$ cat src/rtl/turn_controller.sv
// turn_controller: sequences a two-player tic-tac-toe game and owns the 9-cell board
// Ports: clk, reset (synchronous, active-high)
//   p1_req/p1_cell, p2_req/p2_cell : level move requests, cell 0..8 -> pos1..pos9
//   win, clear_req                 : verdict and end-of-game clear from win_detector
//   pos1..pos9                     : board cells (00 empty, 01 P1, 10 P2)
//   p1_ack/p1_nack/p2_ack/p2_nack  : one-cycle request responses
//   timeout                        : one-cycle pulse when a turn is forfeited
//   turn, game_over, result        : player to move, game-over flag, latched outcome
// Optional: define STARTER_ALTERNATE_EN to alternate the starting player on every clear.
module turn_controller #(
    parameter int WIN_LAT = 2,
    parameter int TIMEOUT = 0
) (
    input  logic       clk,
    input  logic       reset,
    input  logic       p1_req,
    input  logic [3:0] p1_cell,
    input  logic       p2_req,
    input  logic [3:0] p2_cell,
    input  logic [1:0] win,
    input  logic       clear_req,
    output logic [1:0] pos1,
    output logic [1:0] pos2,
    output logic [1:0] pos3,
    output logic [1:0] pos4,
    output logic [1:0] pos5,
    output logic [1:0] pos6,
    output logic [1:0] pos7,
    output logic [1:0] pos8,
    output logic [1:0] pos9,
    output logic       p1_ack,
    output logic       p1_nack,
    output logic       p2_ack,
    output logic       p2_nack,
    output logic       timeout,
    output logic [1:0] turn,
    output logic       game_over,
    output logic [1:0] result
);
    typedef enum logic [1:0] {TURN, CHECK, OVER, CLEAR} state_t;
    state_t      state_q, state_d;
    logic [1:0]  board_q [9];
    logic [1:0]  board_d [9];
    logic        p2_q, p2_d;
    logic [3:0]  move_cnt_q, move_cnt_d;
    logic [2:0]  wait_q, wait_d;
    logic [31:0] idle_q, idle_d;
    logic [1:0]  result_q, result_d;
    logic [1:0]  turn_q, turn_d;
    logic        game_over_q, game_over_d;
    logic        p1_ack_q, p1_ack_d, p1_nack_q, p1_nack_d;
    logic        p2_ack_q, p2_ack_d, p2_nack_q, p2_nack_d;
    logic        timeout_q, timeout_d;
    logic [15:0] occ;
    logic        cur_req;
    logic [3:0]  cur_cell;
`ifdef STARTER_ALTERNATE_EN
    logic        starter_q, starter_d;
`endif

    always_comb begin
        // cells 9..15 read as occupied so out-of-range targets fall into the reject path
        occ = '1;
        for (int i = 0; i < 9; i++) occ[i] = board_q[i] != 2'b00;
        cur_req     = p2_q ? p2_req : p1_req;
        cur_cell    = p2_q ? p2_cell : p1_cell;
        state_d     = state_q;
        board_d     = board_q;
        p2_d        = p2_q;
        move_cnt_d  = move_cnt_q;
        wait_d      = '0;
        idle_d      = '0;
        result_d    = result_q;
        p1_ack_d    = 1'b0;
        p2_ack_d    = 1'b0;
        p1_nack_d   = p1_req;
        p2_nack_d   = p2_req;
        timeout_d   = 1'b0;
`ifdef STARTER_ALTERNATE_EN
        starter_d   = starter_q;
`endif
        unique case (state_q)
            TURN: begin
                if (cur_req && !occ[cur_cell]) begin
                    for (int i = 0; i < 9; i++)
                        if (cur_cell == 4'(i)) board_d[i] = p2_q ? 2'b10 : 2'b01;
                    move_cnt_d = move_cnt_q + 4'd1;
                    state_d    = CHECK;
                    p1_ack_d   = !p2_q;
                    p2_ack_d   = p2_q;
                    p1_nack_d  = p1_req && p2_q;
                    p2_nack_d  = p2_req && !p2_q;
                end else if (TIMEOUT != 0 && idle_q == 32'(TIMEOUT - 1)) begin
                    timeout_d = 1'b1;
                    p2_d      = !p2_q;
                end else begin
                    idle_d = idle_q + 32'd1;
                end
            end
            CHECK: begin
                if (wait_q == 3'(WIN_LAT - 1)) begin
                    if (win != 2'b00) begin
                        result_d = win;
                        state_d  = OVER;
                    end else if (move_cnt_q == 4'd9) begin
                        result_d = 2'b11;
                        state_d  = OVER;
                    end else begin
                        p2_d    = !p2_q;
                        state_d = TURN;
                    end
                end else begin
                    wait_d = wait_q + 3'd1;
                end
            end
            OVER: begin
                if (clear_req) begin
                    state_d    = CLEAR;
                    board_d    = '{default: 2'b00};
                    move_cnt_d = '0;
                    result_d   = 2'b00;
                end
            end
            CLEAR: begin
                state_d = TURN;
`ifdef STARTER_ALTERNATE_EN
                starter_d = !starter_q;
                p2_d      = !starter_q;
`else
                p2_d      = 1'b0;
`endif
            end
        endcase
        turn_d      = (state_d == TURN) ? (p2_d ? 2'b10 : 2'b01) : 2'b00;
        game_over_d = state_d == OVER;
    end

    always_ff @(posedge clk) begin
        if (reset) begin
            state_q     <= TURN;
            board_q     <= '{default: 2'b00};
            p2_q        <= 1'b0;
            move_cnt_q  <= '0;
            wait_q      <= '0;
            idle_q      <= '0;
            result_q    <= 2'b00;
            turn_q      <= 2'b01;
            game_over_q <= 1'b0;
            p1_ack_q    <= 1'b0;
            p1_nack_q   <= 1'b0;
            p2_ack_q    <= 1'b0;
            p2_nack_q   <= 1'b0;
            timeout_q   <= 1'b0;
`ifdef STARTER_ALTERNATE_EN
            starter_q   <= 1'b0;
`endif
        end else begin
            state_q     <= state_d;
            board_q     <= board_d;
            p2_q        <= p2_d;
            move_cnt_q  <= move_cnt_d;
            wait_q      <= wait_d;
            idle_q      <= idle_d;
            result_q    <= result_d;
            turn_q      <= turn_d;
            game_over_q <= game_over_d;
            p1_ack_q    <= p1_ack_d;
            p1_nack_q   <= p1_nack_d;
            p2_ack_q    <= p2_ack_d;
            p2_nack_q   <= p2_nack_d;
            timeout_q   <= timeout_d;
`ifdef STARTER_ALTERNATE_EN
            starter_q   <= starter_d;
`endif
        end
    end

    assign pos1      = board_q[0];
    assign pos2      = board_q[1];
    assign pos3      = board_q[2];
    assign pos4      = board_q[3];
    assign pos5      = board_q[4];
    assign pos6      = board_q[5];
    assign pos7      = board_q[6];
    assign pos8      = board_q[7];
    assign pos9      = board_q[8];
    assign p1_ack    = p1_ack_q;
    assign p1_nack   = p1_nack_q;
    assign p2_ack    = p2_ack_q;
    assign p2_nack   = p2_nack_q;
    assign timeout   = timeout_q;
    assign turn      = turn_q;
    assign game_over = game_over_q;
    assign result    = result_q;
endmodule

$ cat config.mk
export PLATFORM = sky130hd
export DESIGN_NAME = turn_controller
export DESIGN_NICKNAME = d
export VERILOG_FILES = /design/src/rtl/turn_controller.sv
export SDC_FILE = /design/constraint.sdc
export NUM_CORES = 1
export LEC_CHECK = 0
export ABC_AREA = 1
export CORE_AREA = 2 2 71 73
export CTS_BUF_LIST = sky130_fd_sc_hd__clkbuf_8
export CTS_CLUSTER_DIAMETER = 120
export DETAILED_ROUTE_END_ITERATION = 8
export DIE_AREA = 0 0 73 75
export GPL_TIMING_DRIVEN = 1
export PLACE_DENSITY = 0.68
export SYNTH_ARGS = -nofsm -noshare
export SYNTH_HDL_FRONTEND = slang
export SYNTH_SLANG_ARGS = --single-unit
export TNS_END_PERCENT = 20
$ cat constraint.sdc
create_clock -name clk -period 2.2 [get_ports clk]
set_input_delay 0.44 -clock clk [delete_from_list [all_inputs] [get_ports clk]]
set_output_delay 0.44 -clock clk [all_outputs]
set_load 0.02 [all_outputs]
==> impl_results.md <==
- Hold Violations, Final: 0
- Most numerous cell in the Yosys netlist: nand2_1
- Syn Area/Cell: 6.96 µm²
- Core area: 4660 µm²
- Post-CTS Setup Repair Bufs: 0
- Max-Cap Viols: 0
- Top cells by area, synth: dfxtp_1 37%, nand2_1 11%, nand3_1 9.6%, nor2_1 7.0%, a21oi_1 6.3%
- Crit Path Max Fanout: 37
- RSZ-0062 raised after global routing: no
- DP Cell Count: 385
- Synthesis-to-layout area growth: 29.6%
- DIE AREA: 5480 µm²
- Min-delay worst type: reg2reg
- CTS Sinks: 37
- Status: finished, final reports clean
- Tmin final: 1.91 ns
- Post-DP HPWL: 3.30 mm
- Row cnt: 25
- Clk buf depth: 2
- Fin Setup TNS: 0 ns
- Post-Syn Nets: 304
- Placer Congestion: 0.850
- Grt total ovfl: 0
- Gr usage total: 0.175
- CTS resizes: 0
- Nets: 357
- 1st-iter DRT viols: 130
- Total iterations of the first detailed-routing run: 4
- Fin util: 0.551
- CP endpoint kind: flip-flop
- Leakage power: 1.12 nW
- H-tree levels: 2
- Top cell type's share of synthesized area: 0.374
- Die Y: 75 µm
- IO Count: 43
- Initial antenna violation count: 0
- Post-Syn Area: 1980 µm²
- Routed vias: 1915
- Ys Warns: 0
- Routed WL: 4.50 mm
- Ys async rst share: 0
- Hold buffer count at CTS: 0
- Post-DR vias/cell: 4.87
- Setup violations, final: 0
- Slew Limit Fails: 0
- Die W: 73 µm
- Skew final: 0.00778 ns
- Peak VDD IR: 0.356 mV
- DRC Markers: 0
- Final period util: 0.868
- WS Path Type: in2reg
- Most frequent cells after synthesis: 59 x nand2_1, 38 x nand3_1, 37 x dfxtp_1, 37 x nor2_1, 31 x inv_1
- Root buf cell: clkbuf_8
- Startpoint Class: input pin
- Top_reg_cell synth: dfxtp_1
- Seq cells post-synth: 37
- Post-DRT Antenna Nets: 0
- Port Buffers: 41
- Post-synthesis cell type count: 34
- CTS tree: yes
- Synth Instances: 285
- Largest net degree at the start of global routing: 38
- CP Data Arrival Time: 2.09 ns
- First-pass GRT wire length: 7.47 mm
- Layout Cells excl Fill: 393
- Critical path required time: 2.38 ns
- Synth area leader: dfxtp_1
- Seq/Total Area, Yosys: 0.374
- Vias in the first global route: 1602
- Worst-path clk slew: 0.07 ns
- Worst skew pair latency: 0.29 ns
- Total inserted antenna cells: 0
- Post-synth EDFFs: 0
- Ratio of cells with drive above 1 in the final layout: 0.124
- Initial core utilization: 0.426
- Post-DR wirelength/cell: 11.5 µm
- Filler Cells Inserted: 465
- Total clock buffers created by CTS: 5
- Pwr/cell area: 620 nW/µm²
- FMAX: 524 MHz
routing by layer:
metal  part of all wire  vias up  track usage
li1                   -     1021            -
met1               0.53      846        0.257
met2               0.42       44        0.256
met3              0.040        4       0.0375
met4              0.010        0       0.0535
met5                  0        -            0
logic make-up after synthesis:
group,after synthesis,share of synthesized area
xor gates and xnor gates,1,0.00442
AOI/OAI and AO/OA,40,0.110
other,1,0.00189
buffers and inverters,44,0.112
and+or+nand+nor,158,0.373
DFF,37,0.374
adders and majority gates,4,0.0252
stage by stage:
step	setup WS, ns	hold slack (ns)	cell area, µm²	total power, mW
6_report	0.291	0.467	2570	1.59
4_1_cts	0.296	0.465	2570	1.61
2_1_floorplan	0.498	0.421	1980	0.998
3_3_place_gp	0.0360	0.436	2480	1.14
5_1_grt	0.129	0.504	2570	1.69
3_5_place_dp	0.0152	0.455	2480	1.14
sequential cells by signal (all words and copies together) (netlist names), 2 cells and up:
register / flops
turn: 2
wait_q: 3
pos8: 2
result: 2
pos1: 2
pos9: 2
pos2: 2
pos5: 2
pos6: 2
pos4: 2
move_cnt_q: 4
state_q: 2
pos3: 2
pos7: 2
critical path: stages:
cell             delay [ns]
clkdlybuf4s50_1        0.42
nand2_2                0.13
nand2_2                0.12
nor2_2                 0.16
nand2_1                0.06
nand2_1                0.06
nand2_1                0.06
nand2_2                0.10
nand3_4                0.12
nand2_8                0.20
nand3_1                0.10
nand2_1                0.07
nor2_1                 0.04
final cells by class:
type | instances | area [µm²] | share of cell area
multi-input cells | 204 | 1020 | 0.397
well taps | 54 | 67.6 | 0.0263
clock inverters | 3 | 17.5 | 0.00682
repair buffers | 55 | 515 | 0.201
flip-flops and latches | 37 | 741 | 0.288
inverters | 35 | 139 | 0.0540
clock buffers | 5 | 68.8 | 0.0268
path summary, 6_finish.rpt:
path | from | endpoint | slack (ns) | depth (start not counted)
worst min register to register | result[0] | result[0] | 0.47 | 2
worst max register to register | p2_q | pos4[1] | 0.35 | 12
worst min-delay path | result[0] | result[0] | 0.47 | 2
worst max-delay path | p2_cell[0] | pos4[1] | 0.29 | 13
where the power goes:
part	internal [mW]	switching, mW
Clock	0.219	0.246
Sequential	0.705	0.0246
Combinational	0.173	0.226
cells in the final DEF, fill, tap and decap left out:
| cell | n |
|---|---|
| or2_4 | 1 |
| conb_1 | 1 |
| xnor2_1 | 1 |
| or2_2 | 4 |
| nand2_2 | 3 |
| nor3_1 | 4 |
| nand4_1 | 3 |
| inv_6 | 1 |
| buf_4 | 14 |
| nor2_1 | 37 |
| clkinv_2 | 2 |
| inv_1 | 31 |
| o21ai_0 | 11 |
| clkdlybuf4s50_1 | 41 |
| inv_4 | 1 |
| nand2_1 | 59 |
| nor3b_1 | 1 |
| o21ai_4 | 1 |
| nor4_1 | 1 |
| a21oi_1 | 25 |
| clkinvlp_4 | 1 |
| o21ai_2 | 1 |
| clkbuf_8 | 5 |
| inv_2 | 2 |
| a31oi_1 | 1 |
| nor2_4 | 1 |
| nand3_1 | 38 |
| nand2_4 | 2 |
| o31ai_1 | 1 |
| nand2_8 | 1 |
| nand3_4 | 1 |
| dfxtp_1 | 37 |
| or2_1 | 1 |
| ha_1 | 4 |
| nor2_2 | 1 |
(Power assumes the default switching activity.)
